[src/rtl/shot_controller.sv]
// rtl/shot_controller.sv - player projectile launch, flight, hit detection and scoring (optional miss counter: SHOT_MISS_COUNT_EN)
module shot_controller #(
    parameter int BULLET_START_Y = 448,
    parameter int BULLET_STEP    = 4,
    parameter int BULLET_HALF_W  = 2,
    parameter int BULLET_H       = 8,
    parameter int TARGET_HALF_W  = 10,
    parameter int TARGET_HALF_H  = 16,
    parameter int MAX_SCORE      = 10
) (
    input  logic       clk,
    input  logic       reset,
    input  logic       tick,
    input  logic       fire,
    input  logic [9:0] ship_x,
    input  logic [9:0] target_x,
    input  logic [9:0] target_y,
    output logic [9:0] bullet_x,
    output logic [9:0] bullet_y,
    output logic       bullet_active,
    output logic       hit,
    output logic [3:0] score,
    output logic       game_done,
    output logic [3:0] misses
);

    typedef enum logic [1:0] {IDLE, FLY, HIT, DONE} state_t;

    localparam logic [9:0]  START_Y  = 10'(BULLET_START_Y);
    localparam logic [9:0]  STEP     = 10'(BULLET_STEP);
    localparam logic [10:0] X_REACH  = 11'(TARGET_HALF_W + BULLET_HALF_W);
    localparam logic [10:0] HALF_H   = 11'(TARGET_HALF_H);
    localparam logic [10:0] BUL_H    = 11'(BULLET_H);
    localparam logic [3:0]  SCORE_MX = 4'(MAX_SCORE);

    state_t      state;
    logic        fire_q;
    logic        fire_req;
    logic        fire_rise;
    logic [10:0] bx, tx, by, ty;
    logic [10:0] dx;
    logic [10:0] t_top;
    logic        collide;

    assign fire_rise = fire & ~fire_q;

    // Overlap test done at 11 bits so neither the sums nor the differences can wrap.
    always_comb begin
        bx      = {1'b0, bullet_x};
        tx      = {1'b0, target_x};
        by      = {1'b0, bullet_y};
        ty      = {1'b0, target_y};
        dx      = (bx >= tx) ? (bx - tx) : (tx - bx);
        t_top   = (ty >= HALF_H) ? (ty - HALF_H) : 11'd0;
        collide = (dx <= X_REACH) && (by <= ty + HALF_H) && (by + BUL_H >= t_top);
    end

`ifndef SHOT_MISS_COUNT_EN
    assign misses = 4'd0;
`endif

    // Game FSM: fire edge latching every cycle, everything else advances on tick only.
    always_ff @(posedge clk or posedge reset) begin
        if (reset) begin
            state         <= IDLE;
            bullet_x      <= 10'd0;
            bullet_y      <= START_Y;
            bullet_active <= 1'b0;
            hit           <= 1'b0;
            score         <= 4'd0;
            game_done     <= 1'b0;
            fire_req      <= 1'b0;
            fire_q        <= 1'b0;
`ifdef SHOT_MISS_COUNT_EN
            misses        <= 4'd0;
`endif
        end else begin
            fire_q <= fire;
            hit    <= 1'b0;
            if (state != IDLE) begin
                fire_req <= 1'b0;
            end else if (fire_rise) begin
                fire_req <= 1'b1;
            end
            if (tick) begin
                case (state)
                    IDLE: begin
                        if (fire_req || fire_rise) begin
                            bullet_x      <= ship_x;
                            bullet_y      <= START_Y;
                            bullet_active <= 1'b1;
                            fire_req      <= 1'b0;
                            state         <= FLY;
                        end
                    end
                    FLY: begin
                        if (collide) begin
                            hit   <= 1'b1;
                            score <= (score == SCORE_MX) ? score : score + 4'd1;
                            state <= HIT;
                        end else if (bullet_y < STEP) begin
                            bullet_active <= 1'b0;
`ifdef SHOT_MISS_COUNT_EN
                            misses <= (misses == 4'd15) ? misses : misses + 4'd1;
                            if (misses >= 4'd14) begin
                                state     <= DONE;
                                game_done <= 1'b1;
                            end else begin
                                state <= IDLE;
                            end
`else
                            state <= IDLE;
`endif
                        end else begin
                            bullet_y <= bullet_y - STEP;
                        end
                    end
                    HIT: begin
                        bullet_active <= 1'b0;
                        if (score == SCORE_MX) begin
                            state     <= DONE;
                            game_done <= 1'b1;
                        end else begin
                            state <= IDLE;
                        end
                    end
                    DONE: begin
                        bullet_active <= 1'b0;
                        game_done     <= 1'b1;
                    end
                    default: state <= IDLE;
                endcase
            end
        end
    end

endmodule

[config.mk]
export PLATFORM = sky130hd
export DESIGN_NAME = shot_controller
export DESIGN_NICKNAME = d
export VERILOG_FILES = /design/src/rtl/shot_controller.sv
export SDC_FILE = /design/constraint.sdc
export NUM_CORES = 1
export LEC_CHECK = 0
export ABC_AREA = 1
export CAP_MARGIN = 20
export CORE_MARGIN = 5
export CORE_UTILIZATION = 30
export DETAILED_ROUTE_END_ITERATION = 6
export PLACE_DENSITY_LB_ADDON = 0.25
export SLEW_MARGIN = 20
export SYNTH_ARGS = -nofsm -noshare
export SYNTH_HDL_FRONTEND = slang
export SYNTH_SLANG_ARGS = --single-unit
[constraint.sdc]
create_clock -name clk -period 2.9 [get_ports clk]
set_input_delay 0.725 -clock clk [delete_from_list [all_inputs] [get_ports clk]]
set_output_delay 0.725 -clock clk [all_outputs]
set_load 0.01 [all_outputs]
# Word-level counts from Yosys, hierarchy flattened
# Cells that the tools add are included.
# W data, S select, Z words.
word_totals:
  wordCells: 75
  output_inout_bits: 31
  reg_bits: 31
  inputBits: 34
classes:
  n_reduce_logical: 15
  addsub: 7
  bitwise_logic: 3
  n_lt_le_gt_ge: 6
  n_mux: 25
  n_eq_ne: 10
ops:
  columns: ["operator", "count"]
  rows:
  - ["$mux W10", 3]
  - ["$mux W11", 2]
  - ["$sub A10 B10 Y11", 2]
  - ["$pmux W10 S2", 1]
  - ["$mux W1", 12]
  - ["$reduce_and A4 Y1", 3]
  - ["$add A10 B4 Y11 const B", 1]
  - ["$add A10 B5 Y11 const B", 1]
  - ["$ge A11 B11 Y1", 1]
  - ["$le A10 B11 Y1", 1]
  - ["$le A11 B4 Y1 const B", 1]
  - ["$sub A10 B5 Y11 const B", 1]
  - ["$ge A10 B10 Y1", 1]
  - ["$ge A10 B5 Y1 const B", 1]
  - ["$lt A10 B3 Y1 const B", 1]
  - ["$ne A2 B2 Y1 const B", 5]
  - ["$sub A10 B3 Y10 const B", 1]
  - ["$mux W2", 4]
  - ["$pmux W2 S3", 1]
  - ["$reduce_and A3 Y1", 2]
  - ["$reduce_bool A2 Y1", 3]
  - ["$reduce_and A5 Y1", 1]
  - ["$add A4 B1 Y4 const B", 1]
  - ["$eq A2 B2 Y1 const B", 2]
  - ["other kinds (12)", 14]

# Longest topological paths before layout
# Gate-level depths: netlist of run 1.
depth:
  word_depth: 8
  ltp_mapped: 19
  mapped_depth_nobuf: 19

# Worst setup path after synthesis of run 1
# OpenSTA, ideal clock, no wires.
synth_path:
  kind: "input-to-reg"
  startpoint: "input port target_y[1]"
  endpoint: "register bullet_y[3]"
  n_path_buf: 0
  arrival_ps: 2811
  setup_ps: 122
  setup_slack_ps: -33
  cell_stages: 14
  required_time_ps: 2778
  cell_sequence: "or2_2 -> o211ai_1 -> o21ai_0 -> ha_1 -> a21oi_1 -> nor2_1 -> a211oi_1 -> nand2_1 -> a21oi_1 -> inv_1 -> nand3_4 -> nand2_4 -> inv_6 -> o21ai_2"
synth_between:
  elab_chain_len: 6
synth_rtl:
  columns: ["element", "line", "source"]
  rows:
  - ["from (decl)", "17", "input logic [9:0] target_y,"]
  - ["$sub A10 B5 Y11 (tied with other cells)", "54", "t_top = (ty >= HALF_H) ? (ty - HALF_H) : 11'd0;"]
  - ["$mux W11 / $le A10 B11 Y1 (equally long branches)", "54, 55", null]
  - ["$ge A11 B11 Y1 / $logic_and A1 B1 Y1 (equally long branches)", "55", "collide = (dx <= X_REACH) && (by <= ty + HALF_H) && (by + BUL_H >= t_top);"]
  - ["$logic_and A1 B1 Y1 (*)", "55", null]
  - ["$ne A2 B2 Y1 (no line) (*)", null, null]
  - ["$reduce_and A5 Y1 (no line) (*)", null, null]
  - ["to (signal assigned)", "115", "bullet_y <= bullet_y - STEP;"]
  - ["to (decl)", "19", "output logic [9:0] bullet_y,"]
# Every way passes the cells marked *; elsewhere a longest branch is shown, timed or not.
# A chain may end at the register's enable or synchronous reset.

# Worst setup path in the final report of run 1
layout_path:
  startpoint: "input port target_y[8]"
  endpoint: "register bullet_y[6]"
# Same word-level chain as after synthesis.

==> results.txt, run 1 <==
----------------------------------------------------
[Synthesis]
  Adder-cell area share of the yosys netlist ... roughly 18%
  Unique cell type count in the Yosys netlist ... 36
  Post-synthesis sequential area ratio ... 20.5%
  Count of warnings emitted by yosys ... 0
  Main combinational cell family by area after synthesis ... simple AND/OR/NAND/NOR gates
  Area share of the largest cell type after synthesis ... 18.3%
  Mux cell area share after synthesis ... 0%
  Count of state elements after synthesis ... 29
  Post-Syn Area ... between 3000 and 4000 sq um
  Fraction of the mapped netlist area in compound gates ... 9.47%
  Share of synthesized cell area in and, or, nand and nor gates ... 35.3%
  Dominant cell type by area after synthesis ... sky130_fd_sc_hd__dfrtp_1
  XOR/XNOR Fraction of Synth Area ... 3.94%
  Average cell area after synthesis ... 6.44 sq um
  Post-synthesis instance total ... 552
  Main area contributors after synthesis ... sky130_fd_sc_hd__dfrtp_1 (18%), sky130_fd_sc_hd__ha_1 (18%), sky130_fd_sc_hd__nand2_1 (16%)

[Power]
  Portion of total power attributed to the clock network ... 11.1%
  Switching Power ... 2.24 mW
  Highest ir drop seen on vdd ... between 0.3 and 0.4 mV
  Overall power ... 4.58 mW
  Leakage dissipation ... 2.89 nW
  Power density over the cells ... 832 nW/um^2
  Fraction of power spent switching nets ... about half
  Relative contribution of sequential cells to total power ... 16.1%
  Logic gate share of total power ... 72.8%
  Int Pwr ... about 2.3 mW

[Critical path]
  Library cell appearing most often on the critical path ... sky130_fd_sc_hd__nand2_1
  Delay-heaviest family, CP ... buffers and inverters
  Req. time, crit path ... 3.10 ns
  Reg2Reg Setup Slack ... roughly 0.17 ns
  Series of cell instances along the critical path ... dlygate4sd2_1, buf_6, nor2_4, o211ai_1, buf_4, buf_6, nand2_2, ha_4, a21oi_2, o21ai_1, nand2_1, nand2_1, a21oi_2, inv_2, nand3_4, nand2_8, o21ai_2, nand2_1
  Critical path endpoint category ... flop
  Startpoint type of the worst setup path ... input port
  Number of cells on the critical path ... 18
  Crit-path max cell delay ... 0.25 ns
  Slowest cell on crit path ... sky130_fd_sc_hd__dlygate4sd2_1
  Maximum fanout along the worst path ... 7
  Path type of the worst setup path ... input port to flop
  Cell depth of the worst flop-to-flop path ... 16
  Worst Path Buf+Inv ... 5
  Worst path arrival time ... 3.01 ns

[Placement]
  Cell count after placement ... 804
  Instance area at placement ... 4700 sq um
  Final HPWL DP ... 8060 um
  Placement-stage worst setup slack ... -0.774 ns
  Number of port buffers ... 58
  Final weighted congestion of routability-driven global placement ... 0.877

[Route]
  Aggregate routed wire length ... 10400 um
  Via-to-Cell Ratio ... 4.61
  Per-cell routed wire length ... 12.5 um
  TritonRoute pass-1 iters ... 4
  Post-route ant nets ... 0
  Vias after detailed routing ... 3813
  DR DRC count ... 0
  1st-iter DRT viols ... 131

[Finish]
  Filler cells ... approximately 1100
  Final #Nets ... approximately 770
  Layout area overhead ... 55.1%
  Ratio of cells with drive above 1 in the final layout ... about a third
  Area occupied by registers ... 729 sq um
  Final cell area excluding filler cells ... between 5000 and 6000 sq um
  Multi-input combinational cell area ... 2890 sq um
  Number of antenna diodes ... 0
  Post-Layout Cell Count ... 827

[Clock network]
  Clock transition at the register clock pins on the worst setup and hold paths after CTS ... 0.05 ns
  Clock net sink count ... 29
  TritonCTS clock tree ... done
  Maximum root-to-sink buffer count ... 2
  Post-cts hold buffer count ... 0
  Root Buffer Master ... sky130_fd_sc_hd__clkbuf_16
  Number of levels the H-tree was split into ... 2
  Source-to-sink clock delay at the later pin of the worst-skew pair ... 0.27 ns
  Number of clock buffers inserted by TritonCTS ... 5

[GRT]
  Global-route congestion overflow total ... 0
  GRT Total Usage ... 14.1%
  Wire length of the first global-routing pass ... 16900 um
  Via count of the first global-routing pass ... 3774
  Initial antenna violation count ... 0
  Pin count of the biggest net entering global routing ... 30

[Floorplanning]
  Starting density of the core ... 30.9%
  Overall die area ... approximately 14000 sq um
  Total number of placement rows ... 39
  Vert. Die Dim ... 119 um
  Std-Cell Core Area ... 11500 sq um
  I/O pins ... 65
  Die X-Extent ... 119 um

[Job]
  Number of max-cap violations ... 0

[Timing]
  Final worst path period share ... 96.7%
  Final-report hold violation count ... 0
  Fmax achieved ... 356 MHz
  Worst-case setup margin in the final layout ... around 0.095 ns
  Tmin final ... 2.81 ns
  Unrepaired setup endpoints after global routing ... yes
  Largest clock skew in the final design ... 0.00438 ns
  Minimum hold slack ... 0.453 ns
  Final setup vio count ... 0
  Max-slew violations ... 0

[Worst hold path]
  Min-Delay Path Class ... flop to flop
  Count of cells along the worst hold path ... 1

[Outcome]
  Result of the run ... complete, no violations

----------------------------------------------------
-- power groups by stage --
stage | registers, mW | clock network [mW] | logic [mW]
6_report | 0.736 | 0.509 | 3.34
5_1_grt | 0.763 | 0.535 | 3.71
4_1_cts | 0.730 | 0.518 | 2.96
3_5_place_dp | 0.712 | 0 | 2.74
3_3_place_gp | 0.708 | 0 | 2.69
2_1_floorplan | 0.735 | 0 | 1.70
-- placed cells by master, fill, tap and decap left out, drive strengths merged, types with 2 or more instances in the layout --
master           n
o21ai           18
clkinv           3
nor3             6
dlymetal6s2s    11
nand4            8
dfrtp           26
inv            102
conb             6
a21oi           33
or2              2
clkdlybuf4s50   38
xor2            13
nor2            59
nand3b           2
buf             75
o211ai           2
nand2          159
nand3           45
dfstp            3
a21o             2
xnor2            3
ha              50
clkbuf          10
-- cell families (layout without fill, tap and decap cells) --
family / count (synthesis) / after routing
compound gates: 59 / 59
other cells: 1 / 6
buf+inv: 115 / 242
flops: 29 / 29
fa+ha+maj: 50 / 50
xor+xnor: 16 / 16
simple gates: 282 / 282
-- synthesized netlist by cell type, drive strengths merged --
library cell and count:
dfrtp 26, conb 1, a21oi 33, nand2 159, a32oi 1, clkbuf 3, nand3 45, nor3b 1
xnor2 3, a211oi 1, nor2 59, o211ai 2, or2 2, o31ai 1, o21ai 18, xor2 13
nand3b 2, buf 10, inv 102, nor3 6, a221oi 1, ha 50, dfstp 3, nand4 8
a21o 2
-- path summary, 6_finish.rpt --
path                               end         from
max                        bullet_y[6]  target_y[8]
min                          game_done    game_done
min in group asynchronous  bullet_x[0]        reset
max reg2reg                bullet_y[6]  bullet_y[3]
min reg2reg                  game_done    game_done
max in group asynchronous  bullet_y[8]        reset
-- layout make-up --
class,instances,area share [%]
repair inverters,1,0.204
clock buffers,5,2.27
repair buffers,131,20.9
multi-input cells,413,52.5
flip-flops and latches,29,13.2
well taps,143,3.25
inverters,102,7.31
clock inverters,3,0.318
-- flip-flops by register name, summed over array words and instances, names as in the netlist --
| signal | flops |
|---|---|
| bullet_x | 10 |
| bullet_y | 8 |
| score | 4 |
| state | 2 |
| bullet_active | 1 |
| fire_q | 1 |
| fire_req | 1 |
| game_done | 1 |
| hit | 1 |
-- what timing repair did --
action / in CTS / in global routing
endpoints found under the hold margin: 0 / 0
pin swaps: 19 / 56
gates cloned: 1 / 0
setup buffers: 4 / 10
endpoints found under the setup margin: 16 / 16
gates resized for setup: 71 / 108
-- per-layer routing --
metal / share of wire, % / global-route usage [%] / wire [um]
met3: 4.2 / 2.04 / 440
met2: 48 / 25.1 / 5000
met5: 0 / 0 / 0
met1: 47 / 18.7 / 4830
met4: 0.79 / 1.96 / 82
-- per-stage QoR --
step	util, %	TNS, ns
2_1_floorplan	-	0
3_3_place_gp	40.8	-9.74
3_5_place_dp	40.8	-11.31
4_1_cts	44.4	0
5_1_grt	47.8	-0.207
6_report	47.8	0
Note: power is estimated with default switching activity, not from simulation.
==> run 2, diff against run 1 <==
CTS_BUF_LIST = sky130_fd_sc_hd__clkbuf_4 sky130_fd_sc_hd__clkbuf_8 sky130_fd_sc_hd__clkbuf_16   (was unset)
clock period = 3.1 ns   (was 2.9 ns; I/O delays follow)
==> run 2 against run 1 <==
Sequential share of layout area rose by 1.1 points. Clock skew rose by 0.0017 ns. Die area did not move. Worst hold slack improved by 0.0084 ns. Combinational power fell by 16%. Register-to-register slack improved by 0.05 ns. Clock-buffer cell count did not move. Sequential power fell by 6.8%. Routed wire length fell by 4.1%.
==> results.txt, run 2 (same netlist as run 1, synthesis figures left out) <==
----------------------------------------------------
[Finish]
  Ratio of cells with drive above 1 in the final layout ... 22.8%
  Most frequent cells in the layout ... sky130_fd_sc_hd__nand2_1 (141), sky130_fd_sc_hd__inv_1 (93), sky130_fd_sc_hd__buf_4 (55)
  Number of antenna diodes ... 0
  Final #Nets ... 750
  Biggest registers after layout ... bullet_x: 10 flops, bullet_y: 8 flops, score: 4 flops
  Multi-input combinational cell area ... 2650 sq um
  Filler cells ... 1190
  Register containing the most flip-flops in the final layout ... bullet_x
  Number of flip-flops under the largest register name ... 10
  Leading cell type in the layout, fill and taps excluded ... sky130_fd_sc_hd__nand2_1
  Area occupied by registers ... 729 sq um
  Post-layout util ... approximately 44%
  Post-Layout Cell Count ... 810
  Layout area overhead ... 43.3%

[Critical path]
  Req. time, crit path ... 3.26 ns
  Maximum fanout along the worst path ... 5
  Worst path arrival time ... 3.14 ns
  Slowest cell on crit path ... sky130_fd_sc_hd__ha_2
  Series of cell instances along the critical path ... dlygate4sd2_1, or2_4, o211ai_1, buf_4, o21ai_2, ha_2, nand4_1, nor3_2, a21oi_4, nor2_4, nand3_4, nor2_4, nand2_2, nand2_1, nand2_1
  Worst Path Buf+Inv ... 2
  Critical path endpoint category ... flop
  Delay-heaviest family, CP ... simple AND/OR/NAND/NOR gates
  Startpoint type of the worst setup path ... input port
  Crit-path max cell delay ... 0.31 ns
  Path type of the worst setup path ... input port to flop

[Floorplanning]
  I/O pins ... 65
  Total number of placement rows ... 39
  Die X-Extent ... 119 um
  Std-Cell Core Area ... 11500 sq um
  Starting density of the core ... a little under a third
  Overall die area ... 14100 sq um
  Vert. Die Dim ... 119 um

[Route]
  Post-route ant nets ... 0
  DR DRC count ... 0
  Aggregate routed wire length ... 9930 um
  Vias after detailed routing ... 3742
  TritonRoute pass-1 iters ... 4
  Via-to-Cell Ratio ... 4.62
  1st-iter DRT viols ... about 150
  Per-cell routed wire length ... 12.3 um

[Timing]
  Minimum hold slack ... 0.461 ns
  Tmin final ... 2.99 ns
  Worst-case setup margin in the final layout ... 0.114 ns
  Final-report hold violation count ... 0
  Setup TNS Final ... 0 ns
  Fmax achieved ... about 330 MHz
  Largest clock skew in the final design ... 0.00606 ns
  Max-slew violations ... 0
  Final setup vio count ... 0
  Final worst path period share ... 96.3%

[Placement]
  Final HPWL DP ... 8130 um
  Placement-stage worst setup slack ... -0.508 ns
  Cell count after placement ... 799
  Final weighted congestion of routability-driven global placement ... 0.898
  Number of port buffers ... 58

[GRT]
  Initial antenna violation count ... 0
  Via count of the first global-routing pass ... 3709
  Global-route track usage on met2 ... 22.7%
  Met1 capacity usage during global routing ... 19.0%
  GRT Total Usage ... 13.9%
  Pin count of the biggest net entering global routing ... 30
  Busiest grt layer ... met2
  Met3 GRT Util ... about 2.8%
  Global-route congestion overflow total ... 0
  Wire length of the first global-routing pass ... 16700 um

[Clock network]
  Maximum root-to-sink buffer count ... 2
  Source-to-sink clock delay at the later pin of the worst-skew pair ... 0.27 ns
  Number of levels the H-tree was split into ... 2
  Clock transition at the register clock pins on the worst setup and hold paths after CTS ... roughly 0.05 ns
  Post-cts hold buffer count ... 0
  TritonCTS clock tree ... done
  Number of clock buffers inserted by TritonCTS ... 5
  Clock net sink count ... 29
  Root Buffer Master ... sky130_fd_sc_hd__clkbuf_16

[Outcome]
  Result of the run ... complete, no violations

[Job]
  Number of max-cap violations ... 0

[Power]
  Highest ir drop seen on vdd ... 0.279 mV
  Leakage dissipation ... 2.67 nW
  Power density over the cells ... 779 nW/um^2

[Worst hold path]
  Min-Delay Path Class ... flop to flop

----------------------------------------------------
## run 2: changes by cell type in the layout (fill, tap and decap cells not counted), moves of 9 or more
cell and change:
sky130_fd_sc_hd__buf_4 -15, sky130_fd_sc_hd__nand2_1 +15, sky130_fd_sc_hd__clkdlybuf4s50_1 +11, sky130_fd_sc_hd__dlymetal6s2s_1 -10, sky130_fd_sc_hd__inv_1 +9
## run 2: worst paths after layout
| kind | slack [ns] | endpoint | startpoint | depth (start not counted) |
|---|---|---|---|---|
| worst max-delay path | 0.11 | score[0] | target_y[1] | 15 |
| worst min-delay path | 0.46 | game_done | game_done | 1 |
| worst max register to register | 0.22 | bullet_y[7] | bullet_y[3] | 16 |
| worst min register to register | 0.46 | game_done | game_done | 1 |
| max in group asynchronous | 1.88 | bullet_y[7] | reset | 3 |
| min in group asynchronous | 0.88 | bullet_x[0] | reset | 3 |
## run 2: stage by stage
| step | total power [mW] | cell area, sq um |
|---|---|---|
| floorplan | 2.28 | 3570 |
| global placement | 3.15 | 4660 |
| detailed placement | 3.19 | 4660 |
| CTS | 3.74 | 4870 |
| global route | 4.37 | 5090 |
| finish | 3.97 | 5090 |
## run 2: where the power goes
group | leakage [nW] | internal, mW | switching, mW
sequential | 0.353 | 0.515 | 0.171
clock | 0.0696 | 0.294 | 0.180
combinational | 2.25 | 1.21 | 1.60
total | 2.67 | 2.02 | 1.95
## run 2: repair_timing
action                                  4_1_cts  5_1_grt
endpoints found under the setup margin       15       16
gates cloned                                  1        0
buffers inserted                              1        1
pin swaps                                    12       23
gates resized for setup                      29       56
## run 2: area by class of cell
cell class                      count  area share (%)
Timing Repair Buffer              114            19.4
Clock inverter                      3           0.344
Timing Repair inverter              1           0.172
Clock buffer                        5            2.46
Inverter                          102            7.67
Multi-Input combinational cell    413            52.1
Sequential cell                    29            14.3
Tap cell                          143            3.51
## run 2: layer usage
layer / up-vias / wire length [um]
met5: - / 0
met4: 0 / 155
met3: 14 / 401
met2: 85 / 4510
met1: 1700 / 4860
li1: 1943 / -
==> run 3, diff against run 2 <==
CORE_UTILIZATION = 45   (was 30)
==> run 3 against run 2 <==
Die area is 31% lower. First-iteration DRC count is 22% lower. Clock skew is 0.0046 ns higher. Fmax is 2.1% lower. Clock power is 12% lower. Global-route usage is 5.9 points higher. Sequential power is 2% higher.
==> results.txt, run 3 (same netlist as run 1, synthesis figures left out) <==
----------------------------------------------------
[Outcome]
  Result of the run ... complete, no violations

[Timing]
  Worst slew slack as a fraction of its limit ... between 60% and 70%
  Slew at the pin closest to its max-slew limit ... 0.576 ns
  Max-slew violations ... 0
  Tmin final ... between 3 and 4 ns
  Final worst path period share ... 98.4%
  Largest clock skew in the final design ... 0.0106 ns
  Setup TNS Final ... 0 ns
  Final-report hold violation count ... 0
  Final setup vio count ... 0
  Fmax achieved ... 328 MHz
  Minimum hold slack ... 0.501 ns
  Worst-case setup margin in the final layout ... 0.0496 ns

[Floorplanning]
  Total number of placement rows ... 32
  Overall die area ... 9770 sq um
  Std-Cell Core Area ... approximately 7700 sq um
  I/O pins ... between 60 and 70
  Die X-Extent ... about 100 um
  Vert. Die Dim ... 98.9 um
  Starting density of the core ... 46.0%

[Power]
  Int Pwr ... 2.08 mW
  Power density over the cells ... 786 nW/um^2
  Logic gate share of total power ... 72.8%
  Portion of total power attributed to the clock network ... 10.2%
  Highest ir drop seen on vdd ... 0.485 mV
  Fraction of power spent switching nets ... 49.2%
  Switching Power ... 2.02 mW
  Leakage dissipation ... 2.77 nW
  Relative contribution of sequential cells to total power ... between 10% and 20%

[GRT]
  Wire length of the first global-routing pass ... 16300 um
  Initial antenna violation count ... 0
  GRT Total Usage ... 19.9%
  Global-route congestion overflow total ... 0
  Via count of the first global-routing pass ... approximately 3800
  Pin count of the biggest net entering global routing ... 16

[Finish]
  Leading cell type in the layout, fill and taps excluded ... sky130_fd_sc_hd__nand2_1
  Number of flip-flops under the largest register name ... 10
  Final #Nets ... 755
  Ratio of cells with drive above 1 in the final layout ... 26.3%
  Layout area overhead ... 46.9%
  Biggest registers after layout ... bullet_x: 10 flops, bullet_y: 8 flops, score: 4 flops
  Register containing the most flip-flops in the final layout ... bullet_x
  Number of antenna diodes ... 0
  Most frequent cells in the layout ... sky130_fd_sc_hd__nand2_1 (132), sky130_fd_sc_hd__inv_1 (93), sky130_fd_sc_hd__buf_4 (59)

[Route]
  Post-route ant nets ... 0
  DR DRC count ... 0
  1st-iter DRT viols ... 115
  Vias after detailed routing ... slightly below 4000
  Aggregate routed wire length ... 10300 um
  TritonRoute pass-1 iters ... 5
  Per-cell routed wire length ... 13.3 um
  Via-to-Cell Ratio ... 5.02

[Placement]
  Number of port buffers ... 58
  Final HPWL DP ... 8050 um
  Placement-stage worst setup slack ... -0.544 ns
  Final weighted congestion of routability-driven global placement ... 0.938

[Clock network]
  Number of clock buffers inserted by TritonCTS ... 5
  Number of levels the H-tree was split into ... 2
  Clock transition at the register clock pins on the worst setup and hold paths after CTS ... 0.07 ns
  Maximum root-to-sink buffer count ... 2
  Root Buffer Master ... sky130_fd_sc_hd__clkbuf_8
  TritonCTS clock tree ... done
  Clock net sink count ... 29
  Source-to-sink clock delay at the later pin of the worst-skew pair ... 0.29 ns

[Critical path]
  Delay-heaviest family, CP ... buffers and inverters
  Crit-path max cell delay ... 0.42 ns
  Maximum fanout along the worst path ... 7
  Worst path arrival time ... 3.28 ns
  Slowest cell on crit path ... sky130_fd_sc_hd__clkdlybuf4s50_1
  Path type of the worst setup path ... input port to flop
  Worst Path Buf+Inv ... 6
  Series of cell instances along the critical path ... clkdlybuf4s50_1, inv_1, nand3_2, o211ai_1, buf_4, buf_6, nand2_2, ha_4, a21oi_1, o21ai_2, nand2_1, nand2_1, a21oi_2, inv_2, nand3_4, nand2_8, inv_8, o21ai_2, nand2_1
  Startpoint type of the worst setup path ... input port
  Critical path endpoint category ... flop
  Req. time, crit path ... 3.33 ns
  Library cell appearing most often on the critical path ... sky130_fd_sc_hd__nand2_1

[Worst hold path]
  Min-Delay Path Class ... flop to flop

[Job]
  Number of max-cap violations ... 0

----------------------------------------------------
-- run 3: cell count changes in the layout (fill, tap and decap cells not counted), sizes merged --
cell,before,now
buf,57,61
bufinv,0,1
clkbuf,6,7
clkdlybuf4s15,0,1
clkdlybuf4s50,49,45
clkinv,2,0
dlygate4sd2,6,2
dlymetal6s2s,1,9
-- run 3: repair_timing --
item,4_1_cts,5_1_grt
cloned,1,0
endpoints found under the setup margin,16,16
pin swaps,13,43
buffers inserted,2,6
endpoints found under the hold margin,0,0
gates resized for setup,25,86
hold buffers,0,0
-- run 3: final timing paths --
| path | start | endpoint | slack (ns) | cells past startpoint |
|---|---|---|---|---|
| hold reg to reg | game_done | game_done | 0.50 | 1 |
| setup / recovery | target_y[2] | bullet_y[8] | 0.05 | 19 |
| max in group asynchronous | reset | bullet_y[6] | 1.64 | 3 |
| min in group asynchronous | reset | bullet_x[1] | 0.84 | 2 |
| setup reg to reg | bullet_y[3] | bullet_y[8] | 0.24 | 16 |
| hold / removal | game_done | game_done | 0.50 | 1 |
-- run 3: power by group through the flow --
| stage | combinational, mW | clock [mW] | sequential [mW] |
|---|---|---|---|
| final | 2.99 | 0.418 | 0.697 |
| after global placement | 2.46 | 0 | 0.663 |
| after global routing | 3.31 | 0.443 | 0.716 |
| after CTS | 2.60 | 0.420 | 0.666 |
| after floorplan | 1.59 | 0 | 0.688 |
| after detailed placement | 2.52 | 0 | 0.667 |
-- run 3: per-stage QoR --
stage	instances	power (mW)	utilization, %	cell area [sq um]
floorplan	557	2.28	-	3570
global placement	757	3.12	59.6	4600
detailed placement	757	3.18	59.6	4600
CTS	768	3.69	62.2	4800
global route	774	4.46	67.5	5220
finish	774	4.10	67.5	5220
-- run 3: routing by layer --
layer	vias to the layer above	part of all wire (%)	GRT usage (%)
li1	1953	-	-
met1	1823	39	22.0
met2	79	55	38.2
met3	29	2.6	2.76
met4	0	3.0	6.72
met5	-	0	0
-- run 3: cell type report --
cell class | instances | area [sq um]
multi-input cells | 413 | 2780
fillers | 659 | 2510
repair buffers | 119 | 1060
flip-flops and latches | 29 | 729
inverters | 102 | 390
well taps | 102 | 128
clock buffers | 6 | 82.6
clock inverters | 2 | 37.5
repair inverters | 1 | 11.3
